<file path="config.mk">
export PLATFORM = sky130hd
export DESIGN_NAME = i2c_target
export DESIGN_NICKNAME = d
export VERILOG_FILES = /design/src/rtl/i2c_target.sv
export SDC_FILE = /design/constraint.sdc
export NUM_CORES = 1
export LEC_CHECK = 0
export ABC_AREA = 1
export BUFFER_PORTS_ARGS = -buffer_cell sky130_fd_sc_hd__clkbuf_2
export CAP_MARGIN = 20
export CORE_UTILIZATION = 53
export DETAILED_ROUTE_END_ITERATION = 6
export PLACE_DENSITY = 0.85
export SYNTH_ARGS = -nofsm -noshare
export SYNTH_HDL_FRONTEND = slang
export SYNTH_SLANG_ARGS = --single-unit
</file>
<file path="constraint.sdc">
create_clock -name clk -period 1.6 [get_ports clk]
set_input_delay 0.24 -clock clk [delete_from_list [all_inputs] [get_ports clk]]
set_output_delay 0.24 -clock clk [all_outputs]
set_load 0.02 [all_outputs]
</file>
<file path="src/rtl/i2c_target.sv">
// I2C target endpoint: filtered SCL/SDA, START/STOP detection, fixed-address match, byte write/read.
// Optional clock stretching after each written byte: define I2C_TARGET_CLK_STRETCH_EN.
module i2c_target #(
    parameter logic [6:0] ADDR       = 7'h42,
    parameter int         FILTER_LEN = 4
) (
    input  logic       clk,
    input  logic       rst_n,
    input  logic       en,
    input  logic       scl_in,
    input  logic       sda_in,
    output logic       sda_oe,
    output logic [7:0] rx_data,
    output logic       rx_valid,
    input  logic [7:0] tx_data,
    output logic       tx_req,
    output logic       busy,
    output logic       start_det,
    output logic       stop_det
`ifdef I2C_TARGET_CLK_STRETCH_EN
    ,
    output logic       scl_oe,
    input  logic       rx_ready
`endif
);

    localparam int CW = $clog2(FILTER_LEN + 1);

    typedef enum logic [2:0] {
        ST_IDLE     = 3'd0,
        ST_ADDR     = 3'd1,
        ST_ADDR_ACK = 3'd2,
        ST_WR       = 3'd3,
        ST_WR_ACK   = 3'd4,
        ST_RD       = 3'd5,
        ST_RD_ACK   = 3'd6,
        ST_IGNORE   = 3'd7
    } state_t;

    // index 1 = SCL, index 0 = SDA
    logic [1:0]    sync1_r, sync2_r, filt_r, dly_r;
    logic [CW-1:0] cnt_r [2];

    state_t     state_r, state_n;
    logic [3:0] bit_cnt_r, bit_cnt_n;
    logic [7:0] shreg_r, shreg_n, tx_sh_r, tx_sh_n, rx_data_r, rx_data_n;
    logic       rw_r, rw_n, sda_oe_r, sda_oe_n, rx_valid_r, rx_valid_n;
    logic       tx_req_r, tx_req_n, busy_r, busy_n;
    logic       start_r, start_n, stop_r, stop_n;
    logic       scl_f_s, sda_f_s, start_ev_s, stop_ev_s, sample_ev_s, shift_ev_s;

    // Synchronize both lines, then accept a new level only after it holds FILTER_LEN clks.
    always_ff @(posedge clk) begin
        if (!rst_n) begin
            sync1_r <= 2'b11;
            sync2_r <= 2'b11;
            filt_r  <= 2'b11;
            dly_r   <= 2'b11;
            for (int i = 0; i < 2; i++) cnt_r[i] <= {CW{1'b0}};
        end else begin
            sync1_r <= {scl_in, sda_in};
            sync2_r <= sync1_r;
            dly_r   <= filt_r;
            for (int i = 0; i < 2; i++) begin
                if (sync2_r[i] != filt_r[i]) begin
                    if (cnt_r[i] == CW'(FILTER_LEN - 1)) begin
                        filt_r[i] <= sync2_r[i];
                        cnt_r[i]  <= {CW{1'b0}};
                    end else begin
                        cnt_r[i] <= cnt_r[i] + CW'(1);
                    end
                end else begin
                    cnt_r[i] <= {CW{1'b0}};
                end
            end
        end
    end

    assign scl_f_s     = filt_r[1];
    assign sda_f_s     = filt_r[0];
    assign start_ev_s  = scl_f_s & dly_r[1] & dly_r[0] & ~sda_f_s;
    assign stop_ev_s   = scl_f_s & dly_r[1] & ~dly_r[0] & sda_f_s;
    assign sample_ev_s = scl_f_s & ~dly_r[1];
    assign shift_ev_s  = ~scl_f_s & dly_r[1];

    // Protocol state and registered outputs.
    always_ff @(posedge clk) begin
        if (!rst_n) begin
            state_r    <= ST_IDLE;
            bit_cnt_r  <= 4'd0;
            shreg_r    <= 8'h00;
            tx_sh_r    <= 8'h00;
            rx_data_r  <= 8'h00;
            rw_r       <= 1'b0;
            sda_oe_r   <= 1'b0;
            rx_valid_r <= 1'b0;
            tx_req_r   <= 1'b0;
            busy_r     <= 1'b0;
            start_r    <= 1'b0;
            stop_r     <= 1'b0;
        end else begin
            state_r    <= state_n;
            bit_cnt_r  <= bit_cnt_n;
            shreg_r    <= shreg_n;
            tx_sh_r    <= tx_sh_n;
            rx_data_r  <= rx_data_n;
            rw_r       <= rw_n;
            sda_oe_r   <= sda_oe_n;
            rx_valid_r <= rx_valid_n;
            tx_req_r   <= tx_req_n;
            busy_r     <= busy_n;
            start_r    <= start_n;
            stop_r     <= stop_n;
        end
    end

    // Next-state logic; SDA only moves on shift edges apart from START/STOP/en.
    always_comb begin
        state_n    = state_r;
        bit_cnt_n  = bit_cnt_r;
        shreg_n    = shreg_r;
        tx_sh_n    = tx_sh_r;
        rx_data_n  = rx_data_r;
        rw_n       = rw_r;
        sda_oe_n   = sda_oe_r;
        rx_valid_n = 1'b0;
        tx_req_n   = 1'b0;
        busy_n     = busy_r;
        start_n    = 1'b0;
        stop_n     = 1'b0;
        if (!en) begin
            state_n   = ST_IDLE;
            sda_oe_n  = 1'b0;
            busy_n    = 1'b0;
            bit_cnt_n = 4'd0;
        end else if (start_ev_s) begin
            start_n   = 1'b1;
            sda_oe_n  = 1'b0;
            bit_cnt_n = 4'd0;
            state_n   = ST_ADDR;
            busy_n    = 1'b1;
        end else if (stop_ev_s) begin
            stop_n   = 1'b1;
            sda_oe_n = 1'b0;
            state_n  = ST_IDLE;
            busy_n   = 1'b0;
        end else begin
            case (state_r)
                ST_ADDR, ST_WR: begin
                    if (sample_ev_s && bit_cnt_r != 4'd8) begin
                        shreg_n   = {shreg_r[6:0], sda_f_s};
                        bit_cnt_n = bit_cnt_r + 4'd1;
                        if (bit_cnt_r == 4'd7 && state_r == ST_ADDR) begin
                            rw_n = sda_f_s;
                            if (shreg_r[6:0] != ADDR) begin
                                state_n = ST_IGNORE;
                                busy_n  = 1'b0;
                            end else begin
                                state_n = ST_ADDR;
                            end
                        end else if (bit_cnt_r == 4'd7) begin
                            rx_data_n  = {shreg_r[6:0], sda_f_s};
                            rx_valid_n = 1'b1;
                        end else begin
                            state_n = state_r;
                        end
                    end else if (shift_ev_s && bit_cnt_r == 4'd8) begin
                        sda_oe_n  = 1'b1;
                        bit_cnt_n = 4'd0;
                        state_n   = (state_r == ST_ADDR) ? ST_ADDR_ACK : ST_WR_ACK;
                    end else begin
                        state_n = state_r;
                    end
                end
                ST_ADDR_ACK: begin
                    if (sample_ev_s) begin
                        tx_req_n = rw_r;
                    end else if (shift_ev_s && rw_r) begin
                        sda_oe_n  = ~tx_data[7];
                        tx_sh_n   = {tx_data[6:0], 1'b0};
                        bit_cnt_n = 4'd1;
                        state_n   = ST_RD;
                    end else if (shift_ev_s) begin
                        sda_oe_n = 1'b0;
                        state_n  = ST_WR;
                    end else begin
                        state_n = state_r;
                    end
                end
                ST_WR_ACK: begin
                    if (shift_ev_s) begin
                        sda_oe_n = 1'b0;
                        state_n  = ST_WR;
                    end else begin
                        state_n = state_r;
                    end
                end
                ST_RD: begin
                    if (shift_ev_s && bit_cnt_r == 4'd8) begin
                        sda_oe_n  = 1'b0;
                        bit_cnt_n = 4'd0;
                        state_n   = ST_RD_ACK;
                    end else if (shift_ev_s) begin
                        sda_oe_n  = ~tx_sh_r[7];
                        tx_sh_n   = {tx_sh_r[6:0], 1'b0};
                        bit_cnt_n = bit_cnt_r + 4'd1;
                    end else begin
                        state_n = state_r;
                    end
                end
                ST_RD_ACK: begin
                    // bit_cnt marks that the master ACKed and another byte is due
                    if (sample_ev_s && !sda_f_s) begin
                        tx_req_n  = 1'b1;
                        bit_cnt_n = 4'd1;
                    end else if (sample_ev_s) begin
                        sda_oe_n = 1'b0;
                        state_n  = ST_IGNORE;
                    end else if (shift_ev_s && bit_cnt_r == 4'd1) begin
                        sda_oe_n  = ~tx_data[7];
                        tx_sh_n   = {tx_data[6:0], 1'b0};
                        state_n   = ST_RD;
                    end else begin
                        state_n = state_r;
                    end
                end
                default: begin
                    state_n = state_r;
                end
            endcase
        end
    end

`ifdef I2C_TARGET_CLK_STRETCH_EN
    logic scl_oe_r;

    // Hold SCL low after each write ACK until the fabric can take the next byte.
    always_ff @(posedge clk) begin
        if (!rst_n) begin
            scl_oe_r <= 1'b0;
        end else if (!en || start_ev_s || stop_ev_s) begin
            scl_oe_r <= 1'b0;
        end else if (state_r == ST_WR_ACK && shift_ev_s) begin
            scl_oe_r <= 1'b1;
        end else if (rx_ready) begin
            scl_oe_r <= 1'b0;
        end else begin
            scl_oe_r <= scl_oe_r;
        end
    end

    assign scl_oe = scl_oe_r;
`endif

    assign sda_oe    = sda_oe_r;
    assign rx_data   = rx_data_r;
    assign rx_valid  = rx_valid_r;
    assign tx_req    = tx_req_r;
    assign busy      = busy_r;
    assign start_det = start_r;
    assign stop_det  = stop_r;

endmodule

</file>
==> impl_metrics.yaml, run 1 <==
status:
  status: "finished with violations"
  failed_checks: "negative setup slack"
finish:
  num_antenna_cells: 0
  nNetsFinal: 460
  final_util_pct: 74.1
  final_cell_count_no_fill: 508
  syn2layout_area_growth_pct: 33.8
  layout-drive-gt1-share_pct: 34.5
sta:
  hold_viol: 0
  fin_worst_skew_ns: 0.00761
  setup-violations-final: 6
  maxSlewViolCount: 0
  post-route-min-period_ns: 1.67
  tns_ns: -0.208
  max_freq_ghz: 0.598
  fin_ws_ns: -0.0724
  post-route-period-util_pct: 105
  rsz0062_at_grt: "yes"
power:
  switching_share_pct: 25.3
  p_per_area_mw_per_mm2: 662
  p_clk_share_pct: 34.4
  leakagePower_nw: 1.57
  power_mw: 2.32
  combPwrFrac_pct: 9.6
  switchingPower_mw: 0.585
  pwr-share-seq_pct: 56.0
  ir_drop_mv: 0.546
  intPower_mw: 1.73
synthesis:
  synthCells: 367
  syn-cell-area_mm2: 0.00262
  ys_seq_area_share_pct: 40.6
  syn_area_per_cell_um2: 7.13
  netlist.area_leader.share_pct: 33.7
  synth_cell_types: 36
  synth.area.top_cells: "dfxtp_1 34%, nand2_1 10%, nor2_1 9.0%"
  ys_ff_latch: 50
  yosys_warnings: 0
  yosys.area.top_type: "dfxtp_1"
worst_setup_path:
  cp_max_fo: 8
  startpoint_type: "register"
  max_stage_delay_ns: 0.37
  r2r_start: "bit_cnt_r[0]"
  path_cells: "buf_4 -> ha_4 -> nand3_2 -> nor2_2 -> inv_1 -> nand2_2 -> nor2_4 -> nand3_4 -> clkinv_4 -> nor2_1 -> nor2_1"
  cp-end-kind: "register"
  crit_slowest_cell: "dfxtp_4"
  cpMostUsedCell: "nor2_1"
  criticalPathCategory: "register to register"
  crit_required_ns: 1.80
  startpoint: "bit_cnt_r[0]"
  worstPathArrival_ns: 1.88
cts:
  cts_root_buffer: "clkbuf_8"
  htree_levels: 2
  cts_max_path_buffers: 2
  path_clk_slew_ns: 0.09
  numCtsBuffers: 5
  clk_latency_ns: 0.31
  cts_sinks: 50
  tritoncts: "built"
detailed_routing:
  drt-total-wl_mm: 6.83
  routedWlPerCell_um: 13.4
  drt_iter0_drc: 242
  drc: 0
  dr.pass1.iters: 6
  via_per_inst: 5.31
  final_antenna_net_count: 0
  num_vias: 2700
floorplan:
  fp-row-count: 25
  die_w_um: 72.2
  io_pins: 27
  die_area_mm2: 0.00522
  coreArea_mm2: 0.00472
  die_h_um: 72.2
  start_util_pct: 55.4
placement:
  gp_congestion: 0.963
  dp_cells: 485
  io_buffers: 26
  dp.final_hpwl_mm: 4.39
  dp_slack_ns: -0.152
grt:
  grtUsageTotal_pct: 25.5
  grt_max_degree: 20
  grt_pass1_wl_mm: 10.4
  grt_pass1_vias: 2366
  antenna_found_initial: 0
  gr-total-overflow: 0
worst_hold_path:
  hold_path_startpoint: "scl_in"
  hp-class: "input port to register"
job:
  max_cap_viol_count: 0
critical path: cells and delay by family (launching register included):
family | cells | cell delay, ns
flops | 1 | 0.37
simple gates | 7 | 0.75
fa+ha+maj | 1 | 0.15
buf+inv | 3 | 0.30
repair_timing:
action	CTS	global route
setup buffers	5	8
pin swaps	6	14
gates resized for setup	17	52
gates cloned	1	1
endpoints found under the setup margin	27	35
hold buffers	0	0
cells by family after synthesis:
family	Yosys count	synth area share, %
xor+xnor	2	0.670
buf+inv	55	8.80
other cells	1	0.143
compound gates	54	11.2
flops	50	40.6
fa+ha+maj	7	3.35
simple gates	198	35.3
cell type report:
cell class	instances	area (µm²)
multi-input combinational	268	1550
fill	331	1220
sequential	50	1080
timing repair buffer	69	503
inverter	46	180
tap	67	83.8
clock buffer	6	82.6
clock inverter	2	17.5
sequential cells by signal (all words and copies together) (netlist names), 2 cells and up:
name,count
rx_data,8
shreg_r,7
tx_sh_r,7
cnt_r,6
bit_cnt_r,4
state_r,3
dly_r,2
filt_r,2
sync1_r,2
sync2_r,2
path summary, 6_finish.rpt:
path | endpoint | slack, ns | cells after the start
max | rx_data[0] | -0.07 | 11
min | sync1_r[1] | 0.11 | 2
max reg2reg | rx_data[0] | -0.07 | 11
min reg2reg | sync2_r[0] | 0.42 | 1
placed cells by master (no fill, tap or decap), drive strengths merged:
| cell type | synthesis | routed |
|---|---|---|
| nand3 | 36 | 37 |
| o22ai | 1 | 1 |
| o2111ai | 1 | 1 |
| nor3 | 8 | 8 |
| clkbuf | 3 | 33 |
| inv | 45 | 45 |
| a21oi | 23 | 23 |
| a211oi | 2 | 2 |
| ha | 7 | 7 |
| nand3b | 1 | 1 |
| nor2 | 70 | 70 |
| conb | 1 | 6 |
| o211ai | 2 | 2 |
| o21ai | 23 | 23 |
| edfxtp | 6 | 6 |
| clkinv | 1 | 3 |
| or2 | 4 | 4 |
| nand2 | 76 | 76 |
| buf | 6 | 42 |
| o21bai | 1 | 1 |
| a31oi | 1 | 1 |
| nand4 | 3 | 3 |
| xor2 | 2 | 2 |
| dfxtp | 44 | 44 |
through the flow:
stage	cell area [µm²]	hold WS [ns]
floorplan	2640	0.347
global placement	3030	0.394
detailed placement	3030	0.398
CTS	3230	0.105
global route	3500	0.100
finish	3500	0.108
synth_stat cells:
library cell  instances
nor2_4                3
o21ai_1               3
nor2_1               63
conb_1                1
nand3_1              33
edfxtp_1              6
nor3_1                4
clkbuf_1              3
a21oi_1              22
buf_6                 1
buf_4                 2
inv_2                 8
o2111ai_1             1
nand4_1               3
or2_2                 4
o21ai_0              20
a31oi_1               1
nand3_2               2
ha_1                  7
buf_2                 3
dfxtp_1              44
o211ai_1              2
nand2_1              70
nor3_4                2
nand3b_1              1
a21oi_2               1
xor2_1                2
o22ai_1               1
nor2_2                4
clkinv_4              1
a211oi_1              2
nand2_2               6
o21bai_1              1
inv_1                37
nand3_4               1
nor3_2                2
power groups by stage:
stage / logic, mW / registers, mW / clock network (mW)
finish: 0.223 / 1.30 / 0.796
global route: 0.246 / 1.30 / 0.851
CTS: 0.194 / 1.30 / 0.802
detailed placement: 0.185 / 1.33 / 0
global placement: 0.180 / 1.33 / 0
floorplan: 0.121 / 1.33 / 0
metal layers:
layer	track usage, %	up-vias	routed length (µm)
met2	42.0	123	3350
met4	8.28	0	153
met3	4.72	23	454
li1	-	1332	-
met1	33.8	1222	2870
met5	0	-	0
Power figures use the tool's default switching activity.
==> inputs of run 2 (changes only) <==
--- a/config.mk
+++ b/config.mk
@@ -10,7 +10,7 @@
 export CAP_MARGIN = 20
 export CORE_UTILIZATION = 53
 export DETAILED_ROUTE_END_ITERATION = 6
-export PLACE_DENSITY = 0.85
+export PLACE_DENSITY = 0.8
 export SYNTH_ARGS = -nofsm -noshare
 export SYNTH_HDL_FRONTEND = slang
 export SYNTH_SLANG_ARGS = --single-unit
==> impl_metrics.yaml, run 2 (synthesized netlist as in run 1, its figures left out) <==
finish:
  multi_input_area_mm2: 0.00164
  mostFrequentLayoutCell: "nand2_1"
  syn2layout_area_growth_pct: 41.2
  largest_reg_flops: 8
  nNetsFinal: 471
  layout-drive-gt1-share_pct: 40.5
  num_antenna_cells: 0
  register_area_mm2: 0.00109
  final_util_pct: 78.2
  fill_cells: 306
  most-common-layout-cells: "61 x nand2_1, 53 x nor2_1, 46 x buf_4"
status:
  status: "finished with violations"
  failed_checks: "negative setup slack"
job:
  max_cap_viol_count: 0
worst_hold_path:
  hold_path_startpoint: "scl_in"
  hp-class: "input port to register"
detailed_routing:
  final_antenna_net_count: 0
  routedWlPerCell_um: 15.2
  drt_iter0_drc: 219
  dr.pass1.iters: 7
  drt-total-wl_mm: 7.89
  via_per_inst: 5.50
  num_vias: 2855
  drc: 0
sta:
  rsz0062_at_grt: "yes"
  max_freq_ghz: 0.594
  fin_ws_ns: -0.0824
  setup-violations-final: 8
  post-route-period-util_pct: 105
  hold_viol: 0
  post-route-min-period_ns: 1.68
  tns_ns: -0.403
  maxSlewViolCount: 0
  fin_worst_skew_ns: 0.0161
  hold-worst-slack_ns: 0.107
worst_setup_path:
  crit_required_ns: 1.84
  startpoint: "state_r[0]"
  startpoint_type: "register"
  r2r_setup_slack_ns: -0.08
  criticalPathCategory: "register to register"
  cp-end-kind: "register"
  worstPathArrival_ns: 1.92
  cp_max_fo: 8
  r2r_start: "state_r[0]"
placement:
  dp_slack_ns: -0.138
  io_buffers: 26
  dp.final_hpwl_mm: 4.29
  gp_congestion: 0.965
grt:
  grt_max_degree: 17
  antenna_found_initial: 0
  gr-total-overflow: 0
  grt_pass1_vias: 2356
  grt_pass1_wl_mm: 10.3
  grtUsageTotal_pct: 25.1
cts:
  tritoncts: "built"
  cts_sinks: 50
  htree_levels: 2
  numCtsBuffers: 5
  clk_latency_ns: 0.32
  path_clk_slew_ns: 0.10
  cts_max_path_buffers: 2
  cts_root_buffer: "clkbuf_8"
floorplan:
  start_util_pct: 55.4
  coreArea_mm2: 0.00472
  die_h_um: 72.2
  die_area_mm2: 0.00522
  io_pins: 27
  fp-row-count: 25
  die_w_um: 72.2
power:
  leakagePower_nw: 1.67
  p_per_area_mw_per_mm2: 623
  ir_drop_mv: 0.556
run 2: cell count changes in the layout (fill, tap and decap cells not counted), sizes merged:
cell / delta
buf: +13
clkinv: -1
nand3: -1
inv: +1
clkbuf: -1
run 2: per-stage QoR:
step	power (mW)	area [µm²]	instances
finish	2.30	3690	519
global route	2.39	3690	519
CTS	2.25	3330	507
detailed placement	1.52	3040	486
global placement	1.51	3040	486
floorplan	1.45	2640	372
run 2: path summary, 6_finish.rpt:
path / end / cells after the start
min reg2reg: sync2_r[0] / 1
min: sync1_r[1] / 2
max: bit_cnt_r[0] / 9
max reg2reg: bit_cnt_r[0] / 9
run 2: cell type report:
cell class | count | share of cell area (%)
inverters | 46 | 5.29
well taps | 67 | 2.27
multi-input cells | 267 | 44.4
flip-flops and latches | 50 | 29.4
clock inverters | 2 | 0.373
clock buffers | 6 | 1.97
repair buffers | 81 | 16.3
run 2: power breakdown:
| part | total, mW | switching [mW] | leakage, nW | internal (mW) |
|---|---|---|---|---|
| Combinational | 0.239 | 0.140 | 1.20 | 0.0985 |
| Sequential | 1.30 | 0.0162 | 0.422 | 1.28 |
| Clock | 0.765 | 0.452 | 0.0456 | 0.313 |
| Total | 2.30 | 0.609 | 1.67 | 1.69 |
run 2: worst max-delay path: stages (launching register included):
cell and delay [ns]:
dfxtp_4 0.39, inv_4 0.06, nand3_2 0.10, buf_4 0.16, inv_1 0.08, nand2_1 0.06
nand3_1 0.18, nor3_4 0.32, nand2_1 0.11, a21oi_2 0.13
run 2: what timing repair did:
action | 4_1_cts | 5_1_grt
setup endpoints to repair | 24 | 36
pin swaps | 14 | 34
hold buffers | 0 | 0
buffers inserted | 13 | 12
gates resized for setup | 33 | 75
run 2: metal layers:
layer | GRT usage, % | vias up | wire (µm)
met2 | 42.6 | 174 | 3850
met1 | 32.9 | 1286 | 3060
met3 | 5.00 | 51 | 605
met5 | 0 | - | 0
met4 | 6.10 | 0 | 364
li1 | - | 1344 | -
==> inputs of run 3 (changes only) <==
--- a/config.mk
+++ b/config.mk
@@ -8,9 +8,11 @@
 export ABC_AREA = 1
 export BUFFER_PORTS_ARGS = -buffer_cell sky130_fd_sc_hd__clkbuf_2
 export CAP_MARGIN = 20
-export CORE_UTILIZATION = 53
+export CELL_PAD_IN_SITES_DETAIL_PLACEMENT = 0
+export CELL_PAD_IN_SITES_GLOBAL_PLACEMENT = 2
+export CORE_UTILIZATION = 30
 export DETAILED_ROUTE_END_ITERATION = 6
-export PLACE_DENSITY = 0.8
+export PLACE_DENSITY = 0.79
 export SYNTH_ARGS = -nofsm -noshare
 export SYNTH_HDL_FRONTEND = slang
 export SYNTH_SLANG_ARGS = --single-unit
==> impl_metrics.yaml, run 3 (synthesized netlist as in run 1, its figures left out) <==
cts:
  htree_levels: 2
  hold_buffers: 0
  path_clk_slew_ns: 0.10
  cts_max_path_buffers: 2
  cts_root_buffer: "clkbuf_8"
  numCtsBuffers: 5
  tritoncts: "built"
  cts_sinks: 50
  clk_latency_ns: 0.30
floorplan:
  fp-row-count: 33
  start_util_pct: 31.4
  die_w_um: 95.4
  coreArea_mm2: 0.00834
  die_h_um: 95.4
  die_area_mm2: 0.00909
  io_pins: 27
power:
  p_per_area_mw_per_mm2: 638
  ir_drop_mv: 0.429
  power_mw: 2.27
  leakagePower_nw: 1.63
job:
  max_cap_viol_count: 0
placement:
  dp_cells: 545
  dp.final_hpwl_mm: 4.93
  dp_slack_ns: -0.148
  postPlaceCellArea_mm2: 0.00325
  gp_congestion: 0.876
  io_buffers: 26
worst_hold_path:
  hp-class: "input port to register"
detailed_routing:
  via_per_inst: 4.53
  drt-total-wl_mm: 6.57
  met2_length_mm: 2.99
  num_vias: 2539
  dr.pass1.iters: 4
  routedWlPerCell_um: 11.7
  drt_iter0_drc: 86
  drc: 0
  wl_met3_um: 227
  met1Wirelength_mm: 3.29
  final_antenna_net_count: 0
  highest_layer: "met4"
worst_setup_path:
  cp-end-kind: "register"
  cp_max_fo: 5
  startpoint_type: "register"
  critical_path_depth: 10
  r2r_start: "bit_cnt_r[1]"
  crit_slowest_cell: "dfxtp_2"
  rr_endpoint: "rx_data[6]"
  critPathTopFamily: "simple AND/OR/NAND/NOR gates"
  r2r_setup_slack_ns: 0.007
  max_stage_delay_ns: 0.37
  startpoint: "bit_cnt_r[1]"
  crit_required_ns: 1.80
  path_cells: "inv_2 -> ha_4 -> nand3_2 -> nand2_4 -> nor2_4 -> nand2_4 -> nor2_4 -> nand3_4 -> o21ai_1 -> nor2_1"
  criticalPathCategory: "register to register"
  cp_num_buf_inv: 1
  r2r_cells: 10
  worstPathArrival_ns: 1.80
  critPathCapture: "rx_data[6]"
grt:
  gr-total-overflow: 0
  grtUsageTotal_pct: 15.6
  grt_pass1_wl_mm: 11.0
  antenna_found_initial: 0
  grt_pass1_vias: 2340
  grt_max_degree: 17
finish:
  fill_cells: 902
  num_antenna_cells: 0
  design_area_mm2: 0.00356
  most-common-layout-cells: "65 x nand2_1, 56 x nor2_1, 55 x buf_4"
  syn2layout_area_growth_pct: 36.2
  largest_reg_flops: 8
  final_cell_count_no_fill: 561
  mostFrequentLayoutCell: "nand2_1"
  nNetsFinal: 475
  layout-drive-gt1-share_pct: 35.7
sta:
  rsz0062_at_grt: "yes"
  post-route-period-util_pct: 99.5
  hold_viol: 0
  max_freq_ghz: 0.628
  fin_worst_skew_ns: 0.00775
  hold-worst-slack_ns: 0.118
  maxSlewViolCount: 0
  post-route-min-period_ns: 1.59
  fin_ws_ns: 0.00721
  setup-violations-final: 0
status:
  status: "finished, final reports clean"
[run 3: final cells by class]
type	count	area, µm²	share of cell area (%)
Clock inverter	2	13.8	0.386
Clock buffer	6	72.6	2.04
Sequential cell	50	1070	30.2
Inverter	46	180	5.06
Tap cell	105	131	3.69
Timing Repair Buffer	84	603	16.9
Multi-Input combinational cell	268	1490	41.7
[run 3: how the worst min path moves through the flow]
stage / to / from / cells past startpoint / slack [ns]
CTS: sync1_r[1] / scl_in / 2 / 0.11
floorplan: sync1_r[0] / sda_in / 1 / 0.35
global placement: sync2_r[1] / sync1_r[1] / 1 / 0.39
global route: sync1_r[0] / sda_in / 2 / 0.10
finish: sync1_r[0] / sda_in / 2 / 0.12
detailed placement: sync2_r[1] / sync1_r[1] / 1 / 0.40
[run 3: report_power, final]
part	leakage [nW]	switching [mW]	internal, mW
Combinational	1.16	0.122	0.0925
Sequential	0.420	0.0134	1.29
Clock	0.0456	0.445	0.313
[run 3: worst reg2reg max path, delay by kind of cell, from the launching register on]
kind	cells	cell delay, ns
AND/OR/NAND/NOR	7	0.77
flip-flops	1	0.37
adder cells (fa/ha/maj)	1	0.16
AO/OA/AOI/OAI	1	0.16
buffers and inverters	1	0.06
[run 3: repair_timing]
action / in CTS / in global routing
gates cloned: 1 / 0
buffers inserted: 4 / 3
endpoints found under the setup margin: 32 / 30
gates resized for setup: 19 / 32
pin swaps: 9 / 16
endpoints found under the hold margin: 0 / 0
[run 3: stage by stage]
| step | TNS (ns) | utilization (%) |
|---|---|---|
| 3_3_place_gp | -1.94 | 39.0 |
| 5_1_grt | -1.57 | 42.7 |
| 6_report | 0 | 42.7 |
| 2_1_floorplan | 0 | - |
| 3_5_place_dp | -2.63 | 39.0 |
| 4_1_cts | 0 | 41.4 |
[run 3: metal layers]
layer | vias up | track usage [%]
met2 | 50 | 24.4
met3 | 6 | 2.71
met1 | 1134 | 22.0
li1 | 1349 | -
met4 | 0 | 3.79
met5 | - | 0
